$ cat src/rtl/key_icon_animator.sv
// key_icon_animator: ROM key-icon renderer with integer up-scaling, select blink and press sink animation
// Ports: clk; resetN (sync, active-high); startOfFrame frame pulse; offsetX/offsetY pixel offset in object;
// InsideRectangle pixel-in-object flag; glyphSel glyph index; selected focus level; keyPress activation pulse;
// drawingRequest opaque flag; RGBout pixel colour (2-cycle latency); busy pressed effect active.
module key_icon_animator #(
  parameter int TILE_BITS = 5,
  parameter int SCALE_SHIFT = 0,
  parameter int NUM_GLYPHS = 4,
  parameter int BLINK_FRAMES = 16,
  parameter int PRESS_FRAMES = 8,
  parameter int PRESS_SHIFT = 2,
  parameter logic [7:0] FACE_COLOR = 8'h71,
  parameter logic [7:0] HILITE_COLOR = 8'hFC,
  parameter logic [7:0] TRANSPARENT = 8'h00,
  localparam int GSEL_W = NUM_GLYPHS > 1 ? $clog2(NUM_GLYPHS) : 1
) (
  input  logic              clk,
  input  logic              resetN,
  input  logic              startOfFrame,
  input  logic [10:0]       offsetX,
  input  logic [10:0]       offsetY,
  input  logic              InsideRectangle,
  input  logic [GSEL_W-1:0] glyphSel,
  input  logic              selected,
  input  logic              keyPress,
  output logic              drawingRequest,
  output logic [7:0]        RGBout,
  output logic              busy
);
  localparam int N = 1 << TILE_BITS;
  localparam int MAXF = BLINK_FRAMES > PRESS_FRAMES ? BLINK_FRAMES : PRESS_FRAMES;
  localparam int CW = MAXF > 1 ? $clog2(MAXF) : 1;

  typedef enum logic [1:0] {IDLE, SEL_ON, SEL_OFF, PRESSED} state_t;

  state_t                 state_q;
  logic [CW-1:0]          cnt_q;
  logic [GSEL_W-1:0]      glyph_q, g1_q;
  logic [TILE_BITS-1:0]   x1_q, y1_q;
  logic                   rng1_q, ins1_q, hl1_q;
  logic [7:0]             rgb_q, rgb_d, pix;
  logic [10:0]            tx;
  logic [11:0]            ty;
  logic                   in_rng;

  // Glyph art: 2-pixel transparent border, 2-pixel shadow on bottom/right, face elsewhere.
  // 0 plus, 1 minus, 2 vertical bar, 3+ blank key.
  function automatic logic [7:0] rom(input logic [GSEL_W-1:0] g, input logic [TILE_BITS-1:0] x, input logic [TILE_BITS-1:0] y);
    int xi, yi, gi;
    logic vb, hb;
    xi = int'(x);
    yi = int'(y);
    gi = int'(g);
    vb = xi >= N/2-3 && xi <= N/2+2 && yi >= N/4 && yi < 3*N/4;
    hb = yi >= N/2-3 && yi <= N/2+2 && xi >= N/4 && xi < 3*N/4;
    return (xi < 2 || yi < 2 || xi >= N-2 || yi >= N-2) ? TRANSPARENT :
           (xi >= N-4 || yi >= N-4) ? 8'h6D :
           ((gi == 0 && (vb || hb)) || (gi == 1 && hb) || (gi == 2 && vb)) ? 8'hFF : 8'h71;
  endfunction

  always_ff @(posedge clk) begin
    if (resetN) begin
      state_q <= IDLE;
      cnt_q <= '0;
      glyph_q <= '0;
    end else begin
      if (startOfFrame) glyph_q <= glyphSel;
      if (keyPress) begin
        state_q <= PRESSED;
        cnt_q <= '0;
      end else if (startOfFrame) begin
        case (state_q)
          IDLE: if (selected) begin
            state_q <= SEL_ON;
            cnt_q <= '0;
          end
          SEL_ON, SEL_OFF: if (!selected) begin
            state_q <= IDLE;
            cnt_q <= '0;
          end else if (cnt_q == CW'(BLINK_FRAMES-1)) begin
            state_q <= state_q == SEL_ON ? SEL_OFF : SEL_ON;
            cnt_q <= '0;
          end else cnt_q <= cnt_q + 1'b1;
          default: if (cnt_q == CW'(PRESS_FRAMES-1)) begin
            state_q <= selected ? SEL_ON : IDLE;
            cnt_q <= '0;
          end else cnt_q <= cnt_q + 1'b1;
        endcase
      end
    end
  end

  // ty is kept 12 bits wide so the press shift can go negative above the tile.
  always_comb begin
    tx = offsetX >> SCALE_SHIFT;
    ty = {1'b0, offsetY >> SCALE_SHIFT} - (state_q == PRESSED ? 12'(PRESS_SHIFT) : 12'd0);
    in_rng = !ty[11] && tx < 11'(N) && ty < 12'(N) && int'(glyph_q) < NUM_GLYPHS;
    pix = rom(g1_q, x1_q, y1_q);
    rgb_d = (rng1_q && ins1_q) ? ((hl1_q && pix == FACE_COLOR) ? HILITE_COLOR : pix) : TRANSPARENT;
  end

  always_ff @(posedge clk) begin
    if (resetN) begin
      rng1_q <= 1'b0;
      ins1_q <= 1'b0;
      hl1_q <= 1'b0;
      g1_q <= '0;
      x1_q <= '0;
      y1_q <= '0;
      rgb_q <= TRANSPARENT;
    end else begin
      rng1_q <= in_rng;
      ins1_q <= InsideRectangle;
      hl1_q <= state_q == SEL_ON;
      g1_q <= glyph_q;
      x1_q <= tx[TILE_BITS-1:0];
      y1_q <= ty[TILE_BITS-1:0];
      rgb_q <= rgb_d;
    end
  end

  assign RGBout = rgb_q;
  assign drawingRequest = rgb_q != TRANSPARENT;
  assign busy = state_q == PRESSED;
endmodule

$ cat config.mk
export PLATFORM = sky130hd
export DESIGN_NAME = key_icon_animator
export DESIGN_NICKNAME = d
export VERILOG_FILES = /design/src/rtl/key_icon_animator.sv
export SDC_FILE = /design/constraint.sdc
export NUM_CORES = 1
export LEC_CHECK = 0
export CORE_UTILIZATION = 50
export CTS_CLUSTER_DIAMETER = 100
export DETAILED_ROUTE_END_ITERATION = 16
export GPL_TIMING_DRIVEN = 1
export MAX_ROUTING_LAYER = met4
export PLACE_DENSITY = 0.84
export SYNTH_ARGS = -nofsm -noshare
export SYNTH_HDL_FRONTEND = slang
export SYNTH_SLANG_ARGS = --single-unit
$ cat constraint.sdc
create_clock -name clk -period 4.8 [get_ports clk]
set_input_delay 0.72 -clock clk [delete_from_list [all_inputs] [get_ports clk]]
set_output_delay 0.72 -clock clk [all_outputs]
set_load 0.01 [all_outputs]
==> flow_metrics.py, run 1 <==
metrics = {
    "sta": {
        "period_share_pct": 49.7,
        "final.hold.worst_slack_ns": 0.477,
        "worst_pin_slew_ns": 0.750,
        "hold_fails_final_rpt": 0,
        "final.min_clock_period_ns": 2.39,
        "clock.fmax_mhz": 419,
        "timing.final.setup_violations": 0,
        "final_critical_path_setup_slack_ns": 2.41,
        "max-slew-margin-rel_pct": 49.8,
        "accumulated_negative_setup_slack_ns": 0,
        "grt_setup_unrepaired": "no",
        "clock_skew_ns": 0.0108,
        "final_max_slew_viol_count": 0,
    },
    "place": {
        "buffer_ports.inserted": 39,
        "dp_hpwl_mm": 2.23,
        "preCtsSetupSlack_ns": 2.36,
        "finalWeightedCongestion": 0.839,
    },
    "worst_setup_path": {
        "critical_path.endpoint": "busy",
        "reg2reg_from": "state_q[0]",
        "highest_fanout_seen_on_the_critical_path": 6,
        "worst_ep_arrival_time_ns": 1.67,
        "critPathKind": "flip-flop to output pin",
        "timing.reg2reg.worst_path_depth": 6,
        "endpoint_kind": "output pin",
        "critical_path.startpoint_type": "flip-flop",
        "crit_path_start": "state_q[0]",
        "r2r_slack_ns": 2.94,
        "critical_path_required_ns": 4.08,
        "crit-reg2reg-capture": "state_q[0]",
    },
    "pwr": {
        "switching_share_pct": 25.5,
        "internal_power_mw": 0.382,
        "power.share.clock_pct": 33.1,
        "power.share.sequential_pct": 51.0,
        "power_switching_mw": 0.131,
        "power_density_nw_per_um2": 281,
        "combinationalPowerShare_pct": 16.0,
        "power.leakage_nw": 0.717,
        "irDropWorstVdd_uv": 228,
    },
    "hold_path": {
        "hp-class": "flip-flop to flip-flop",
        "timing.hold.worst.start": "glyph_q[1]",
    },
    "die": {
        "die-area_um2": 2910,
        "dieHeight_um": 54.0,
        "design.portCount": 40,
        "core_area_um2": 2520,
        "placementRows": 18,
        "floorplan.initialDensity_pct": 53.6,
        "die_x_um": 54.0,
    },
    "detailed_routing": {
        "via_count": 1213,
        "route.detailed.vias_per_inst": 5.49,
        "drt.antenna.violating_nets": 0,
        "drc": 0,
        "routedWlPerCell_um": 12.9,
        "firstDrtPassIters": 4,
        "finalWirelength_mm": 2.84,
        "initialDrtViolationCount": 37,
    },
    "logic_synthesis": {
        "yosys.area.top_type_share_pct": 43.0,
        "number_of_synthesized_flops_with_an_enable_pin": 0,
        "synth_sequential_area_ratio_pct": 43.0,
        "synth-warning-count": 0,
        "synth_area_um2": 1350,
        "yosys.cell_types.count": 39,
        "synth_area_leader_cell": "sky130_fd_sc_hd__dfxtp_1",
        "postSynthNetCount": 184,
        "synth_area_leaders": "sky130_fd_sc_hd__dfxtp_1 (43%), sky130_fd_sc_hd__ha_1 (5.6%), sky130_fd_sc_hd__nor2b_1 (5.1%), sky130_fd_sc_hd__nor2_1 (4.2%), sky130_fd_sc_hd__o21ai_0 (2.6%)",
        "postSynthCellCount": 148,
        "postSynthRegisterBits": 29,
        "synth_ff_type": "sky130_fd_sc_hd__dfxtp_1",
        "proportion_of_synthesized_flip_flops_having_asynchronous_set_or_reset_pct": 0,
        "avgSynthCellArea_um2": 9.13,
    },
    "global_route": {
        "grt_antenna_before_repair": 0,
        "global_route.overflow_total": 0,
        "grt_start_max_net_pins": 22,
        "grt_first_pass_wirelength_mm": 4.75,
        "aggregate_global_route_resource_usage_pct": 24.2,
        "vias_in_the_first_global_route": 1146,
    },
    "final_layout": {
        "area_delta_synth_final_pct": 35.2,
        "insertedDiodeCount": 0,
        "most-common-layout-cells": "sky130_fd_sc_hd__clkdlybuf4s50_1 (39), sky130_fd_sc_hd__dfxtp_1 (29), sky130_fd_sc_hd__nor2_1 (15)",
        "multi_input_area_um2": 718,
        "post_route_cells_drive_above_1_share_pct": 6.81,
        "finish.net_count": 226,
        "final.fill_count": 201,
        "most_common_library_cell_in_the_layout_ignoring_fill_and_taps": "sky130_fd_sc_hd__clkdlybuf4s50_1",
        "register_area_um2": 581,
    },
    "clocking": {
        "cts_buffer_depth": 2,
        "cts.hold.buffers_added": 0,
        "cts.sinks": 29,
        "cts_root_buf": "sky130_fd_sc_hd__clkbuf_4",
        "cts_buffers": 5,
        "cts-resized-gates": 0,
        "clock_tree_from_tritoncts": "done",
        "clk_latency_ns": 0.33,
        "postCtsSetupRepairBufs": 0,
        "cts.reportedPaths.clkPinSlew_ns": 0.09,
        "h-tree-depth": 2,
    },
    "status": {
        "outcome": "finished clean",
    },
    "run": {
        "drv_cap": 0,
    },
}
==> kinds of logic after synthesis <==
| group | Yosys count | synth area share, % |
|---|---|---|
| flip-flops | 29 | 43.0 |
| AND/OR/NAND/NOR | 61 | 24.7 |
| buffers and inverters | 12 | 3.89 |
| AO/OA/AOI/OAI | 31 | 16.8 |
| adder cells (fa/ha/maj) | 6 | 5.56 |
| multiplexers | 3 | 2.22 |
| XOR/XNOR | 6 | 3.89 |
==> critical path, stage by stage, from the launching register on <==
cell	delay [ns]
sky130_fd_sc_hd__dfxtp_1	0.42
sky130_fd_sc_hd__ha_1	0.32
sky130_fd_sc_hd__clkdlybuf4s50_1	0.59
==> through the flow <==
stage | instance area [µm²] | std cells | power [mW] | utilization (%)
finish | 1830 | 221 | 0.513 | 72.4
global placement | 1760 | 213 | 0.343 | 69.6
detailed placement | 1760 | 213 | 0.347 | 69.6
floorplan | 1350 | 148 | 0.309 | -
CTS | 1830 | 221 | 0.514 | 72.4
global route | 1830 | 221 | 0.535 | 72.4
==> layout make-up <==
class                      count  share of cell area (%)
timing repair buffer          39                    21.4
multi-input combinational    107                    39.3
clock inverter                 1                   0.274
sequential                    29                    31.8
clock buffer                   7                    3.56
inverter                       8                    1.64
tap                           30                    2.05
==> registers in the layout (all words and copies together) (netlist names) <==
register / count
g1_q: 2
glyph_q: 2
state_q: 2
rng1_q: 1
cnt_q: 4
y1_q: 5
ins1_q: 1
hl1_q: 1
x1_q: 5
RGBout: 6
==> cell usage after synthesis (all sizes together) (3+ instances only) <==
library cell	number
dfxtp	29
nand2b	3
xor2	4
nor4	5
inv	8
mux2i	3
a211oi	4
a21oi	6
ha	6
nand2	9
nor2b	11
nand3	5
nor2	15
o21ai	7
==> power by group through the flow <==
stage          sequential [mW]  clock (mW)  combinational, mW
3_3_place_gp             0.266           0             0.0776
2_1_floorplan            0.264           0             0.0449
4_1_cts                  0.261       0.171             0.0815
3_5_place_dp             0.267           0             0.0809
6_report                 0.261       0.170             0.0819
5_1_grt                  0.263       0.183             0.0899
==> how the worst min path moves through the flow <==
stage           endpoint  slack (ns)  cells after the start
3_5_place_dp   RGBout[0]        0.46                      1
6_report         g1_q[1]        0.48                      1
4_1_cts          g1_q[1]        0.48                      1
2_1_floorplan  RGBout[0]        0.43                      1
3_3_place_gp   RGBout[7]        0.46                      2
5_1_grt          g1_q[1]        0.50                      1
==> metal layers <==
| layer | global-route usage (%) | up-vias | share of wire (%) | routed length, µm |
|---|---|---|---|---|
| li1 | - | 613 | - | - |
| met1 | 24.4 | 557 | 42 | 1200 |
| met2 | 41.4 | 31 | 50 | 1420 |
| met3 | 8.76 | 12 | 4.8 | 137 |
| met4 | 11.1 | 0 | 2.7 | 76 |
| met5 | - | - | 0 | 0 |
Power figures use the tool's default switching activity.
==> run 2, diff against run 1 <==
CORE_UTILIZATION = 42   (was 50)
PLACE_DENSITY = 0.75   (was 0.84)
clock period = 2.1 ns   (was 4.8 ns; I/O delays follow)
==> flow_metrics.py, run 2 (synthesis results as in run 1) <==
metrics = {
    "global_route": {
        "grt_first_pass_wirelength_mm": 4.48,
        "vias_in_the_first_global_route": 1116,
        "global_route.overflow_total": 0,
        "grt_start_max_net_pins": 20,
        "aggregate_global_route_resource_usage_pct": 17.7,
        "grt_antenna_before_repair": 0,
    },
    "place": {
        "dp_hpwl_mm": 2.15,
        "buffer_ports.inserted": 39,
        "finalWeightedCongestion": 0.785,
    },
    "sta": {
        "clock.fmax_mhz": 503,
        "period_share_pct": 94.7,
        "accumulated_negative_setup_slack_ns": 0,
        "final_max_slew_viol_count": 0,
        "worst_pin_slew_ns": 0.490,
        "timing.final.setup_violations": 0,
        "hold_fails_final_rpt": 0,
        "grt_setup_unrepaired": "no",
        "final.min_clock_period_ns": 1.99,
        "clock_skew_ns": 0.00684,
        "final.hold.worst_slack_ns": 0.469,
        "max-slew-margin-rel_pct": 67.0,
    },
    "clocking": {
        "cts-resized-gates": 0,
        "cts_buffers": 5,
        "cts.reportedPaths.clkPinSlew_ns": 0.09,
        "cts.hold.buffers_added": 0,
        "h-tree-depth": 2,
        "clock_tree_from_tritoncts": "done",
        "clk_latency_ns": 0.32,
        "cts.sinks": 29,
        "postCtsSetupRepairBufs": 0,
        "cts_buffer_depth": 2,
        "cts_root_buf": "sky130_fd_sc_hd__clkbuf_4",
    },
    "pwr": {
        "design_power_total_mw": 1.25,
        "power.leakage_nw": 0.726,
        "irDropWorstVdd_uv": 443,
        "power_density_nw_per_um2": 670,
    },
    "worst_setup_path": {
        "worst_ep_arrival_time_ns": 1.67,
        "timing.critical_path.max_delay_family": "buffers and inverters",
        "crit_path_start": "state_q[0]",
        "highest_fanout_seen_on_the_critical_path": 6,
        "reg2reg_from": "state_q[0]",
        "cp_num_buf_inv": 1,
        "timing.reg2reg.worst_path_depth": 6,
        "critical_path_required_ns": 1.78,
        "worst_path_largest_cell_delay_ns": 0.59,
        "critical_path.endpoint": "busy",
        "critPathKind": "flip-flop to output pin",
        "critical_path.startpoint_type": "flip-flop",
        "r2r_slack_ns": 0.32,
        "path_cells": "ha_1 -> clkdlybuf4s50_1",
        "levels_on_crit_path": 2,
        "slowest_stage_cell_crit_path": "sky130_fd_sc_hd__clkdlybuf4s50_1",
        "crit-reg2reg-capture": "state_q[0]",
        "endpoint_kind": "output pin",
    },
    "hold_path": {
        "timing.hold.worst.start": "glyph_q[0]",
        "hp-class": "flip-flop to flip-flop",
    },
    "final_layout": {
        "finish.net_count": 227,
        "insertedDiodeCount": 0,
        "area_delta_synth_final_pct": 38.1,
        "post_route_cells_drive_above_1_share_pct": 6.77,
        "most-common-layout-cells": "sky130_fd_sc_hd__clkdlybuf4s50_1 (39), sky130_fd_sc_hd__dfxtp_1 (29), sky130_fd_sc_hd__nor2_1 (15)",
        "final_core_util_pct": 61.1,
        "most_common_library_cell_in_the_layout_ignoring_fill_and_taps": "sky130_fd_sc_hd__clkdlybuf4s50_1",
        "number_of_flip_flops_under_the_largest_register_name": 6,
    },
    "die": {
        "core_area_um2": 3050,
        "die-area_um2": 3450,
        "design.portCount": 40,
        "die_x_um": 58.7,
        "floorplan.initialDensity_pct": 44.3,
        "placementRows": 20,
        "dieHeight_um": 58.7,
    },
    "run": {
        "drv_cap": 0,
    },
    "detailed_routing": {
        "via_count": 1226,
        "routedWlPerCell_um": 11.3,
        "drt.antenna.violating_nets": 0,
        "firstDrtPassIters": 4,
        "route.detailed.vias_per_inst": 5.19,
        "finalWirelength_mm": 2.67,
        "drc": 0,
        "initialDrtViolationCount": 23,
    },
    "status": {
        "outcome": "finished clean",
    },
}
==> run 2: cell count changes in the layout (fill, tap and decap cells not counted) <==
cell,delta
sky130_fd_sc_hd__clkbuf_8,-1
sky130_fd_sc_hd__buf_4,+1
sky130_fd_sc_hd__clkinv_2,-1
sky130_fd_sc_hd__clkbuf_1,+1
sky130_fd_sc_hd__bufinv_16,+1
==> run 2: per-stage QoR <==
| stage | cell area (µm²) | worst slack [ns] | instances |
|---|---|---|---|
| 2_1_floorplan | 1350 | 0.519 | 148 |
| 3_3_place_gp | 1780 | 0.347 | 228 |
| 3_5_place_dp | 1780 | 0.229 | 228 |
| 4_1_cts | 1870 | 0.104 | 236 |
| 5_1_grt | 1870 | 0.0329 | 236 |
| 6_report | 1870 | 0.111 | 236 |
==> run 2: layout make-up <==
| class | count | area, µm² |
|---|---|---|
| Fill cell | 274 | 1190 |
| Multi-Input combinational cell | 107 | 718 |
| Sequential cell | 29 | 581 |
| Timing Repair Buffer | 40 | 398 |
| Clock buffer | 7 | 55.1 |
| Tap cell | 44 | 55.1 |
| Clock inverter | 1 | 30.0 |
| Inverter | 8 | 30.0 |
==> run 2: how the worst min path moves through the flow <==
stage | cells after the start | slack (ns) | to
floorplan | 1 | 0.43 | RGBout[0]
detailed placement | 2 | 0.47 | RGBout[7]
CTS | 1 | 0.47 | g1_q[0]
global route | 1 | 0.49 | g1_q[1]
global placement | 2 | 0.45 | RGBout[7]
finish | 1 | 0.47 | g1_q[0]
==> run 2: report_power, final <==
part	switching [mW]	internal, mW
registers	0.0242	0.573
clock network	0.184	0.284
logic	0.0774	0.108
==> run 2: per-layer routing <==
metal | vias up | track usage, % | part of all wire (%)
met1 | 575 | 17.5 | 42
met5 | - | - | 0
met2 | 31 | 32.0 | 52
li1 | 614 | - | -
met4 | 0 | 6.46 | 1.0
met3 | 6 | 5.93 | 4.9
